===== src/rtl/vid_pkg.sv =====
// Shared definitions for the video frame source.
// Holds the default raster timing, the packed RGB pixel type, the
// controller state encoding, and a counter-width helper.
package vid_pkg;

    localparam int DEF_DATA_WIDTH = 24;
    localparam int DEF_HRES       = 320;
    localparam int DEF_VRES       = 240;
    localparam int DEF_HFP        = 8;
    localparam int DEF_HSW        = 16;
    localparam int DEF_HBP        = 8;
    localparam int DEF_VFP        = 2;
    localparam int DEF_VSW        = 2;
    localparam int DEF_VBP        = 2;

    typedef struct packed {
        logic [7:0] r;
        logic [7:0] g;
        logic [7:0] b;
    } pixel_t;

    typedef enum logic {
        ST_IDLE = 1'b0,
        ST_RUN  = 1'b1
    } state_t;

    // Bits needed to hold 0..n-1, never less than one bit.
    function automatic int cnt_w(input int n);
        return (n > 1) ? $clog2(n) : 1;
    endfunction

endpackage


===== src/rtl/video_frame_source_if.sv =====
// Bus bundle between the frame source, its frame memory and the video sink.
//   i_en          run request into the source
//   o_rd_en       frame-memory read strobe
//   o_rd_addr     frame-memory pixel address
//   i_rd_data     read data, one clock after o_rd_en
//   o_vsync/o_hsync/o_de  active-high timing
//   o_data        pixel data, zero outside o_de
//   o_frame_done  one-clock end-of-frame pulse
// master = the frame source, slave = memory/sink side.
interface video_frame_source_if #(
    parameter int DATA_WIDTH = vid_pkg::DEF_DATA_WIDTH,
    parameter int AW         = vid_pkg::cnt_w(vid_pkg::DEF_HRES * vid_pkg::DEF_VRES)
);
    logic                  i_en;
    logic                  o_rd_en;
    logic [AW-1:0]         o_rd_addr;
    logic [DATA_WIDTH-1:0] i_rd_data;
    logic                  o_vsync;
    logic                  o_hsync;
    logic                  o_de;
    logic [DATA_WIDTH-1:0] o_data;
    logic                  o_frame_done;

    modport master (
        input  i_en,
        input  i_rd_data,
        output o_rd_en,
        output o_rd_addr,
        output o_vsync,
        output o_hsync,
        output o_de,
        output o_data,
        output o_frame_done
    );

    modport slave (
        output i_en,
        output i_rd_data,
        input  o_rd_en,
        input  o_rd_addr,
        input  o_vsync,
        input  o_hsync,
        input  o_de,
        input  o_data,
        input  o_frame_done
    );
endinterface


===== src/rtl/video_timing_counter.sv =====
// Raster position counters for the frame source.
// Ports:
//   clk, rst   clock and async active-high reset
//   i_run      count while high; held at 0,0 while low
//   o_hcnt     pixel position in line, 0..HTOTAL-1
//   o_vcnt     line position in frame, 0..VTOTAL-1
//   o_active   position is inside the active picture
//   o_hsync    position is inside the horizontal sync pulse
//   o_vsync    position is on a vertical sync line
//   o_last     final position of the frame
// Each line/frame is ordered active, front porch, sync, back porch.
module video_timing_counter
    import vid_pkg::*;
#(
    parameter int HRES = DEF_HRES,
    parameter int VRES = DEF_VRES,
    parameter int HFP  = DEF_HFP,
    parameter int HSW  = DEF_HSW,
    parameter int HBP  = DEF_HBP,
    parameter int VFP  = DEF_VFP,
    parameter int VSW  = DEF_VSW,
    parameter int VBP  = DEF_VBP,
    localparam int HTOTAL = HRES + HFP + HSW + HBP,
    localparam int VTOTAL = VRES + VFP + VSW + VBP,
    localparam int HCW    = cnt_w(HTOTAL),
    localparam int VCW    = cnt_w(VTOTAL)
) (
    input  logic           clk,
    input  logic           rst,
    input  logic           i_run,
    output logic [HCW-1:0] o_hcnt,
    output logic [VCW-1:0] o_vcnt,
    output logic           o_active,
    output logic           o_hsync,
    output logic           o_vsync,
    output logic           o_last
);
    localparam logic [HCW-1:0] H_ACT  = HCW'(HRES);
    localparam logic [HCW-1:0] HS_BEG = HCW'(HRES + HFP);
    localparam logic [HCW-1:0] HS_END = HCW'(HRES + HFP + HSW);
    localparam logic [HCW-1:0] H_LAST = HCW'(HTOTAL - 1);
    localparam logic [VCW-1:0] V_ACT  = VCW'(VRES);
    localparam logic [VCW-1:0] VS_BEG = VCW'(VRES + VFP);
    localparam logic [VCW-1:0] VS_END = VCW'(VRES + VFP + VSW);
    localparam logic [VCW-1:0] V_LAST = VCW'(VTOTAL - 1);

    logic [HCW-1:0] hcnt_d, hcnt_q;
    logic [VCW-1:0] vcnt_d, vcnt_q;

    always_comb begin
        hcnt_d = hcnt_q;
        vcnt_d = vcnt_q;
        if (!i_run) begin
            hcnt_d = '0;
            vcnt_d = '0;
        end else if (hcnt_q == H_LAST) begin
            hcnt_d = '0;
            vcnt_d = (vcnt_q == V_LAST) ? '0 : vcnt_q + 1'b1;
        end else begin
            hcnt_d = hcnt_q + 1'b1;
        end
    end

    always_ff @(posedge clk or posedge rst) begin
        if (rst) begin
            hcnt_q <= '0;
            vcnt_q <= '0;
        end else begin
            hcnt_q <= hcnt_d;
            vcnt_q <= vcnt_d;
        end
    end

    assign o_hcnt   = hcnt_q;
    assign o_vcnt   = vcnt_q;
    assign o_active = (hcnt_q < H_ACT) && (vcnt_q < V_ACT);
    assign o_hsync  = (hcnt_q >= HS_BEG) && (hcnt_q < HS_END);
    assign o_vsync  = (vcnt_q >= VS_BEG) && (vcnt_q < VS_END);
    assign o_last   = (hcnt_q == H_LAST) && (vcnt_q == V_LAST);

endmodule


===== src/rtl/video_frame_source.sv =====
// Frame source: walks a raster, reads each active pixel from a frame
// memory and presents it with hsync/vsync/de timing.
// Ports:
//   clk, rst   clock and async active-high reset
//   bus        video_frame_source_if.master (run request, memory read
//              port, timing and pixel outputs)
// Read strobe and address follow the counter state directly; memory data
// returns one clock later, so timing outputs are registered once to line
// up with it.
module video_frame_source
    import vid_pkg::*;
#(
    parameter int DATA_WIDTH = DEF_DATA_WIDTH,
    parameter int HRES       = DEF_HRES,
    parameter int VRES       = DEF_VRES,
    parameter int HFP        = DEF_HFP,
    parameter int HSW        = DEF_HSW,
    parameter int HBP        = DEF_HBP,
    parameter int VFP        = DEF_VFP,
    parameter int VSW        = DEF_VSW,
    parameter int VBP        = DEF_VBP
) (
    input  logic                 clk,
    input  logic                 rst,
    video_frame_source_if.master bus
);
    localparam int HTOTAL = HRES + HFP + HSW + HBP;
    localparam int VTOTAL = VRES + VFP + VSW + VBP;
    localparam int HCW    = cnt_w(HTOTAL);
    localparam int VCW    = cnt_w(VTOTAL);
    localparam int NPIX   = HRES * VRES;
    localparam int AW     = cnt_w(NPIX);
    localparam logic [HCW-1:0] H_LAST    = HCW'(HTOTAL - 1);
    localparam logic [VCW-1:0] V_LAST    = VCW'(VTOTAL - 1);
    localparam logic [AW-1:0]  ADDR_LAST = AW'(NPIX - 1);

    state_t         state_d, state_q;
    logic [AW-1:0]  addr_d, addr_q;
    logic           de_d, de_q;
    logic           hsync_d, hsync_q;
    logic           vsync_d, vsync_q;
    logic           done_d, done_q;

    logic           run;
    logic           rd_en;
    logic [HCW-1:0] hcnt;
    logic [VCW-1:0] vcnt;
    logic           cnt_active;
    logic           cnt_hsync;
    logic           cnt_vsync;
    logic           cnt_last;

    assign run = (state_q == ST_RUN);

    video_timing_counter #(
        .HRES (HRES),
        .VRES (VRES),
        .HFP  (HFP),
        .HSW  (HSW),
        .HBP  (HBP),
        .VFP  (VFP),
        .VSW  (VSW),
        .VBP  (VBP)
    ) u_timing (
        .clk      (clk),
        .rst      (rst),
        .i_run    (run),
        .o_hcnt   (hcnt),
        .o_vcnt   (vcnt),
        .o_active (cnt_active),
        .o_hsync  (cnt_hsync),
        .o_vsync  (cnt_vsync),
        .o_last   (cnt_last)
    );

    assign rd_en = run && cnt_active;

    always_comb begin
        state_d = state_q;
        addr_d  = addr_q;

        // i_en is only looked at on the frame's final position, so a
        // dropped request always lets the current frame finish.
        unique case (state_q)
            ST_IDLE: if (bus.i_en) state_d = ST_RUN;
            ST_RUN:  if (cnt_last && !bus.i_en) state_d = ST_IDLE;
            default: state_d = ST_IDLE;
        endcase

        // The end-of-frame clear keeps the next frame starting at 0 even
        // if the wrap compare were ever bypassed.
        if (!run || ((hcnt == H_LAST) && (vcnt == V_LAST))) begin
            addr_d = '0;
        end else if (rd_en) begin
            addr_d = (addr_q == ADDR_LAST) ? '0 : addr_q + 1'b1;
        end

        de_d    = rd_en;
        hsync_d = run && cnt_hsync;
        vsync_d = run && cnt_vsync;
        done_d  = run && cnt_last;
    end

    always_ff @(posedge clk or posedge rst) begin
        if (rst) begin
            state_q <= ST_IDLE;
            addr_q  <= '0;
            de_q    <= 1'b0;
            hsync_q <= 1'b0;
            vsync_q <= 1'b0;
            done_q  <= 1'b0;
        end else begin
            state_q <= state_d;
            addr_q  <= addr_d;
            de_q    <= de_d;
            hsync_q <= hsync_d;
            vsync_q <= vsync_d;
            done_q  <= done_d;
        end
    end

    assign bus.o_rd_en      = rd_en;
    assign bus.o_rd_addr    = addr_q;
    assign bus.o_de         = de_q;
    assign bus.o_hsync      = hsync_q;
    assign bus.o_vsync      = vsync_q;
    assign bus.o_frame_done = done_q;
    assign bus.o_data       = de_q ? bus.i_rd_data : '0;

endmodule

===== src/flat_wrapper.sv =====
// flat-port wrapper written by rule: the top's interface ports become plain ports
module video_frame_source_flat import vid_pkg::*;
#(
    parameter int DATA_WIDTH = DEF_DATA_WIDTH,
    parameter int HRES       = DEF_HRES,
    parameter int VRES       = DEF_VRES,
    parameter int HFP        = DEF_HFP,
    parameter int HSW        = DEF_HSW,
    parameter int HBP        = DEF_HBP,
    parameter int VFP        = DEF_VFP,
    parameter int VSW        = DEF_VSW,
    parameter int VBP        = DEF_VBP
)
  (clk, rst, bus_i_en, bus_i_rd_data, bus_o_rd_en, bus_o_rd_addr, bus_o_vsync, bus_o_hsync, bus_o_de, bus_o_data, bus_o_frame_done);
  video_frame_source_if #(.DATA_WIDTH(DATA_WIDTH)) bus_i ();
  input  logic clk;
  input  logic rst;
  input wire logic [$bits(bus_i.i_en)-1:0] bus_i_en;
  input wire logic [$bits(bus_i.i_rd_data)-1:0] bus_i_rd_data;
  output wire logic [$bits(bus_i.o_rd_en)-1:0] bus_o_rd_en;
  output wire logic [$bits(bus_i.o_rd_addr)-1:0] bus_o_rd_addr;
  output wire logic [$bits(bus_i.o_vsync)-1:0] bus_o_vsync;
  output wire logic [$bits(bus_i.o_hsync)-1:0] bus_o_hsync;
  output wire logic [$bits(bus_i.o_de)-1:0] bus_o_de;
  output wire logic [$bits(bus_i.o_data)-1:0] bus_o_data;
  output wire logic [$bits(bus_i.o_frame_done)-1:0] bus_o_frame_done;
  assign bus_i.i_en = bus_i_en;
  assign bus_i.i_rd_data = bus_i_rd_data;
  assign bus_o_rd_en = bus_i.o_rd_en;
  assign bus_o_rd_addr = bus_i.o_rd_addr;
  assign bus_o_vsync = bus_i.o_vsync;
  assign bus_o_hsync = bus_i.o_hsync;
  assign bus_o_de = bus_i.o_de;
  assign bus_o_data = bus_i.o_data;
  assign bus_o_frame_done = bus_i.o_frame_done;
  video_frame_source #(.DATA_WIDTH(DATA_WIDTH), .HRES(HRES), .VRES(VRES), .HFP(HFP), .HSW(HSW), .HBP(HBP), .VFP(VFP), .VSW(VSW), .VBP(VBP)) u_core (.clk(clk), .rst(rst), .bus(bus_i));
endmodule

===== config.mk =====
export PLATFORM = sky130hd
export DESIGN_NAME = video_frame_source_flat
export DESIGN_NICKNAME = d
export VERILOG_FILES = /design/src/rtl/vid_pkg.sv /design/src/rtl/video_frame_source_if.sv /design/src/rtl/video_timing_counter.sv /design/src/rtl/video_frame_source.sv /design/src/flat_wrapper.sv
export SDC_FILE = /design/constraint.sdc
export NUM_CORES = 1
export LEC_CHECK = 0
export CAP_MARGIN = 10
export CORE_UTILIZATION = 46
export CTS_CLUSTER_SIZE = 24
export DETAILED_ROUTE_END_ITERATION = 8
export PLACE_DENSITY = 0.8
export SYNTH_ARGS = -nofsm -noshare
export SYNTH_HDL_FRONTEND = slang
export SYNTH_SLANG_ARGS = --single-unit

===== constraint.sdc =====
create_clock -name clk -period 2.2 [get_ports clk]
set_input_delay 0.44 -clock clk [delete_from_list [all_inputs] [get_ports clk]]
set_output_delay 0.44 -clock clk [all_outputs]
set_load 0.01 [all_outputs]

==> results of run 1 <==
==> per-stage QoR <==
stage               instances  total power, W
finish                    389        0.001484
floorplan                 241       0.0007708
global route              389        0.001532
global placement          381       0.0008637
detailed placement        381       0.0008664
CTS                       389        0.001502
==> power groups by stage <==
stage	Clock, W	Sequential [W]	Combinational, W
after floorplan	0	0.000730	0.0000403
after global placement	0	0.000730	0.000133
after detailed placement	0	0.000730	0.000136
after CTS	0.000650	0.000716	0.000136
after global routing	0.000672	0.000716	0.000144
final	0.000634	0.000716	0.000135
==> state kept, by name (all words and copies together), names as in the netlist <==
| signal | cells |
|---|---|
| u_core.bus.o_de | 1 |
| u_core.bus.o_hsync | 1 |
| u_core.bus.o_rd_addr | 17 |
| u_core.bus.o_vsync | 1 |
| u_core.u_timing.o_vcnt | 8 |
| u_core.run | 1 |
| u_core.bus.o_frame_done | 1 |
| u_core.u_timing.o_hcnt | 9 |
==> worst max-delay path, cell delays in order, from the launching register on <==
cell,delay [ns]
dfrtp_1,0.47
o21ai_2,0.19
nand3_1,0.12
clkinv_1,0.08
clkdlybuf4s50_1,0.54
==> cells in the final DEF, fill, tap and decap left out, drive strengths merged, types with 9 or more instances in the layout <==
master / n
and2: 29
nor2: 9
a21oi: 14
or4: 9
buf: 10
or3: 9
clkdlybuf4s50: 72
dfrtp: 39
nand2: 21
nand4: 13
==> kinds of logic (layout without fill, tap and decap cells) <==
| kind of cell | Yosys count | after routing | synth area share [%] |
|---|---|---|---|
| fa+ha+maj | 5 | 5 | 2.779 |
| buf+inv | 18 | 99 | 3.113 |
| xor+xnor | 9 | 9 | 3.502 |
| mux | 2 | 2 | 0.8894 |
| compound gates | 49 | 49 | 14.01 |
| flops | 39 | 39 | 43.36 |
| simple gates | 119 | 119 | 32.35 |
==> final timing paths <==
kind,to,slack [ns],cells after the start
worst max-delay path,bus_o_rd_en,0.06,4
worst min-delay path,u_core.u_timing.o_hcnt[0],0.52,1
worst max register to register,u_core.u_timing.o_vcnt[7],0.29,5
worst min register to register,u_core.u_timing.o_hcnt[0],0.52,1
max in group asynchronous,u_core.bus.o_de,1.26,3
min in group asynchronous,u_core.u_timing.o_hcnt[8],0.55,3
==> metal layers <==
layer	vias up	global-route usage (%)
met5	-	0
met4	0	7.190
met3	7	4.722
met2	80	41.19
met1	1049	32.45
li1	1050	-
==> cell usage after synthesis (2+ instances only) <==
cell	instances	area, um2
ha_1	5	62.56
nand4b_1	2	17.52
o21ai_0	8	40.04
nand4_1	13	81.33
and2_1	29	181.4
clkbuf_1	7	26.28
nor3_1	2	10.01
mux2i_1	2	20.02
buf_2	2	10.01
and3_2	2	15.01
nand2_1	21	78.83
and3_1	3	18.77
o221ai_1	3	26.28
xor2_1	6	52.55
o31ai_1	6	45.04
nor4b_1	2	17.52
a31oi_1	5	31.28
xnor2_1	3	26.28
or3_1	6	37.54
a21oi_1	14	70.07
inv_1	8	30.03
o211ai_1	5	37.54
nor2_1	9	33.78
nand3_1	7	35.03
nand3b_1	2	15.01
or4_1	8	60.06
dfrtp_1	39	975.9
and4_1	4	35.03
or3_2	2	15.01
==> layout make-up <==
class                           count  area [um2]
Clock buffer                        6       82.58
Clock inverter                      2       35.03
Fill cell                         376        1496
Inverter                            9       33.78
Multi-Input combinational cell    184        1217
Sequential cell                    39       978.4
Tap cell                           67       83.83
Timing Repair Buffer               82       795.8
==> repair_timing <==
item,4_1_cts,5_1_grt
resized for setup,3,2
hold buffers,0,0
endpoints found under the setup margin,2,2
buffers inserted,0,0
==> results.py, run 1 <==
metrics = {
    "clock_network": {
        "clkSinkCount": 39,
        "clock_tree.root_cell": "clkbuf_8",
        "cts.path.max_buffers": 2,
        "insertion_delay_ns": 0.30,
        "htree_levels": 2,
        "cts_tree": "built",
        "cts-buffers-inserted": 5,
        "cts.reportedPaths.clkPinSlew_ns": 0.08,
    },
    "drt": {
        "post_drt_wl_per_cell_um": 15.45,
        "route.layer.met1.wl_mm": 2.650,
        "drtIter0Drc": 143,
        "viasPerCell": 5.620,
        "drc": 0,
        "ant_nets": 0,
        "firstDrtPassIters": 4,
        "highest_layer": "met4",
        "vias": 2186,
        "route.met3.wl_um": 328,
        "wl_mm": 6.011,
        "routed-wl-met2_mm": 2.969,
    },
    "sta": {
        "period_share_pct": 97.48,
        "worst-slew-pin-transition_ns": 0.5093,
        "fin_skew_ns": 0.008184,
        "slew_viol_final": 0,
        "rsz0062_at_grt": "no",
        "whs_ns": 0.5204,
        "max_clock_freq_mhz": 466.3,
        "setup-violations-final": 0,
        "finalWorstSetupSlack_ns": 0.05539,
        "hold_viol_final": 0,
        "fin_tns_setup_ns": 0,
        "max_slew_margin_pct": 66.04,
        "layout_min_cycle_time_ns": 2.145,
    },
    "power": {
        "switching_share_pct": 20.99,
        "peakVddDrop_v": 0.0004172,
        "power_density_nw_per_um2": 460.0,
        "combPwrFrac_pct": 9.1,
        "seq_power_share_pct": 48.2,
        "power.leakage_nw": 1.272,
        "clockPowerShare_pct": 42.7,
        "internal_power_w": 0.001173,
        "p_sw_w": 0.0003116,
    },
    "global_route": {
        "grt_pass1_vias": 2000,
        "antenna_found_initial": 0,
        "grt_pass1_wl_mm": 9.894,
        "grt-ovfl-total": 0,
        "grt_max_degree": 40,
        "grt_use_total_pct": 24.51,
    },
    "synthesis": {
        "ys.flop_type": "dfrtp_1",
        "synth_edf_count": 0,
        "async_reset_ff_share_pct": 100.0,
        "synth.distinct_cells": 45,
        "synth_warnings": 0,
        "syn_inst": 241,
        "netlist_area_um2": 2251,
        "ys_seq_area_share_pct": 43.36,
        "ys_seq_elements": 39,
        "syn_avg_cell_area_um2": 9.340,
        "postSynthNetCount": 273,
    },
    "cells_and_area": {
        "utilization_pct": 68.32,
        "n_antenna_cell": 0,
        "nNetsFinal": 353,
        "syn_to_final_growth_pct": 43.36,
        "post-route-cell-area_um2": 3227,
        "drive_gt1_share_pct": 9.627,
    },
    "critical_path": {
        "cp-start-kind": "register",
        "crit_type": "register to output port",
        "crit_fanout": 7,
        "crit_required_ns": 1.76,
        "worstPathArrival_ns": 1.70,
        "regToRegStartpoint": "u_core.u_timing.o_hcnt[0]",
        "end_kind": "output port",
        "startpoint": "u_core.u_timing.o_hcnt[6]",
    },
    "die": {
        "pin_count": 73,
        "start_util_pct": 47.66,
        "die_h_um": 71.95,
        "die_w_um": 71.95,
        "coreArea_um2": 4723,
        "die_area_um2": 5177,
        "rows": 25,
    },
    "worst_hold_path": {
        "hold_start": "u_core.u_timing.o_hcnt[0]",
        "hold_path_class": "register to register",
    },
    "placement": {
        "routabilityCongestion": 0.7721,
        "detailed_place_hpwl_mm": 4.249,
        "dpl_cell_area_um2": 3099,
        "pre_cts_ws_ns": 0.1896,
        "place.port_buffers": 72,
    },
    "flow_run": {
        "drv_cap": 0,
    },
    "run_status": {
        "status": "finished, final reports clean",
    },
}
Power figures use the tool's default switching activity.
==> run 2, diff against run 1 <==
--- a/config.mk
+++ b/config.mk
@@ -10,6 +10,7 @@
 export CTS_CLUSTER_SIZE = 24
 export DETAILED_ROUTE_END_ITERATION = 8
 export PLACE_DENSITY = 0.8
+export SETUP_SLACK_MARGIN = 0.3
 export SYNTH_ARGS = -nofsm -noshare
 export SYNTH_HDL_FRONTEND = slang
 export SYNTH_SLANG_ARGS = --single-unit
==> run 2 against run 1 <==
- critical path depth is 2 higher
- setup slack better by 0.26 ns
- sequential share of layout area is 0.53 points lower
- highest routed layer unchanged
- cell count is 1.3% higher
- utilization is 1.5 points higher
==> results.py, run 2 (synthesis results as in run 1) <==
metrics = {
    "clock_network": {
        "insertion_delay_ns": 0.30,
        "cts_tree": "built",
        "cts.reportedPaths.clkPinSlew_ns": 0.08,
        "cts.path.max_buffers": 2,
        "cts-buffers-inserted": 5,
        "clkSinkCount": 39,
        "cts_hold_buffers": 0,
        "clock_tree.root_cell": "clkbuf_8",
        "htree_levels": 2,
    },
    "cells_and_area": {
        "ff_latch_area_um2": 982.2,
        "nNetsFinal": 358,
        "multiInputGateArea_um2": 1229,
        "largest_register_ff_count": 17,
        "mostFrequentLayoutCells": "clkdlybuf4s50_1, dfrtp_1, and2_1",
        "layout_commonest_cell": "clkdlybuf4s50_1",
        "syn_to_final_growth_pct": 46.47,
        "final_cell_count_no_fill": 394,
        "n_antenna_cell": 0,
        "drive_gt1_share_pct": 12.54,
        "nFillCells": 366,
    },
    "power": {
        "peakVddDrop_v": 0.0004192,
        "seq_power_share_pct": 48.5,
        "power_density_nw_per_um2": 447.6,
        "p_sw_w": 0.0003136,
        "switching_share_pct": 21.25,
        "internal_power_w": 0.001162,
        "power.leakage_nw": 1.429,
        "clockPowerShare_pct": 43.1,
        "combPwrFrac_pct": 8.4,
    },
    "drt": {
        "routed-wl-met2_mm": 3.143,
        "post_drt_wl_per_cell_um": 15.92,
        "wl_mm": 6.274,
        "route.met3.wl_um": 240,
        "highest_layer": "met4",
        "viasPerCell": 5.629,
        "route.layer.met1.wl_mm": 2.826,
        "vias": 2218,
        "ant_nets": 0,
        "firstDrtPassIters": 4,
        "drtIter0Drc": 159,
        "drc": 0,
    },
    "sta": {
        "worst-slew-pin-transition_ns": 0.5213,
        "rsz0062_at_grt": "no",
        "setup-violations-final": 0,
        "slew_viol_final": 0,
        "max_clock_freq_mhz": 529.3,
        "fin_skew_ns": 0.006430,
        "whs_ns": 0.5497,
        "max_slew_margin_pct": 65.25,
        "hold_viol_final": 0,
        "layout_min_cycle_time_ns": 1.889,
        "fin_tns_setup_ns": 0,
        "period_share_pct": 85.88,
    },
    "die": {
        "die_w_um": 71.95,
        "rows": 25,
        "coreArea_um2": 4723,
        "start_util_pct": 47.66,
        "pin_count": 73,
        "die_area_um2": 5177,
        "die_h_um": 71.95,
    },
    "critical_path": {
        "crit_required_ns": 2.36,
        "crit_fanout": 22,
        "r2r_end": "u_core.bus.o_rd_addr[5]",
        "r2r_cells": 6,
        "regToRegStartpoint": "u_core.u_timing.o_hcnt[0]",
        "crit_type": "register to register",
        "worstPathArrival_ns": 2.05,
        "cp-start-kind": "register",
        "end_kind": "register",
        "rrSetupSlack_ns": 0.31,
    },
    "global_route": {
        "grt_max_degree": 40,
        "grt_pass1_vias": 2012,
        "grt-ovfl-total": 0,
        "grt_pass1_wl_mm": 9.977,
        "grt_use_total_pct": 24.87,
        "antenna_found_initial": 0,
    },
    "placement": {
        "routabilityCongestion": 0.7721,
        "place.port_buffers": 72,
        "detailed_place_hpwl_mm": 4.249,
        "dp.cells": 381,
    },
    "flow_run": {
        "drv_cap": 0,
    },
    "worst_hold_path": {
        "hold_path_class": "primary input to async pin",
    },
    "run_status": {
        "status": "finished, final reports clean",
    },
}
-- run 2: changes by cell type in the layout (fill, tap and decap cells not counted), sizes merged --
cell | previous run | this run
clkdlybuf4s50 | 72 | 47
dlymetal6s2s | 0 | 13
dlygate4sd2 | 0 | 12
buf | 10 | 15
-- run 2: layer usage --
metal	up-vias	track usage (%)
met3	7	4.583
met5	-	0
met1	1093	32.82
li1	1059	-
met4	0	6.754
met2	59	42.35
-- run 2: timing repair --
action | CTS | global route
resized for setup | 19 | 18
buffers inserted | 3 | 2
pin swaps | 0 | 0
setup endpoints to repair | 32 | 36
-- run 2: final cells by class --
type / count / area share, %
timing repair buffer: 87 / 25.81
multi-input combinational: 184 / 37.27
sequential: 39 / 29.79
clock buffer: 6 / 2.505
clock inverter: 2 / 1.063
tap: 67 / 2.543
inverter: 9 / 1.025
-- run 2: per-stage QoR --
step | instance area [um2] | power, W | util, % | setup WS (ns)
floorplan | 2251 | 0.0007708 | - | 0.4014
global placement | 3099 | 0.0008637 | 65.62 | 0.2154
detailed placement | 3099 | 0.0008664 | 65.62 | 0.1896
CTS | 3236 | 0.001494 | 68.50 | 0.1923
global route | 3297 | 0.001521 | 69.80 | 0.2357
finish | 3297 | 0.001476 | 69.80 | 0.3106
-- run 2: worst max path at each step --
stage / to / slack (ns) / cells past startpoint / start
final: u_core.bus.o_rd_addr[5] / 0.31 / 6 / u_core.u_timing.o_hcnt[0]
after global routing: u_core.bus.o_rd_addr[5] / 0.24 / 6 / u_core.u_timing.o_hcnt[0]
after detailed placement: bus_o_data[13] / 0.19 / 3 / bus_i_rd_data[13]
after CTS: bus_o_data[13] / 0.19 / 3 / bus_i_rd_data[13]
after global placement: bus_o_data[11] / 0.22 / 3 / bus_i_rd_data[11]
after floorplan: u_core.bus.o_rd_addr[16] / 0.40 / 6 / u_core.u_timing.o_hcnt[0]
-- run 2: worst max-delay path, stage by stage (launching register included) --
cell	delay, ns
dfrtp_1	0.39
ha_2	0.22
and4_2	0.31
nand2_1	0.15
o31ai_2	0.25
buf_4	0.32
a311oi_1	0.10
-- run 2: power by group through the flow --
stage               clock, W  combinational [W]  sequential, W
floorplan                  0          0.0000403       0.000730
global placement           0           0.000133       0.000730
detailed placement         0           0.000136       0.000730
CTS                 0.000650           0.000128       0.000716
global route        0.000672           0.000133       0.000716
finish              0.000636           0.000124       0.000716
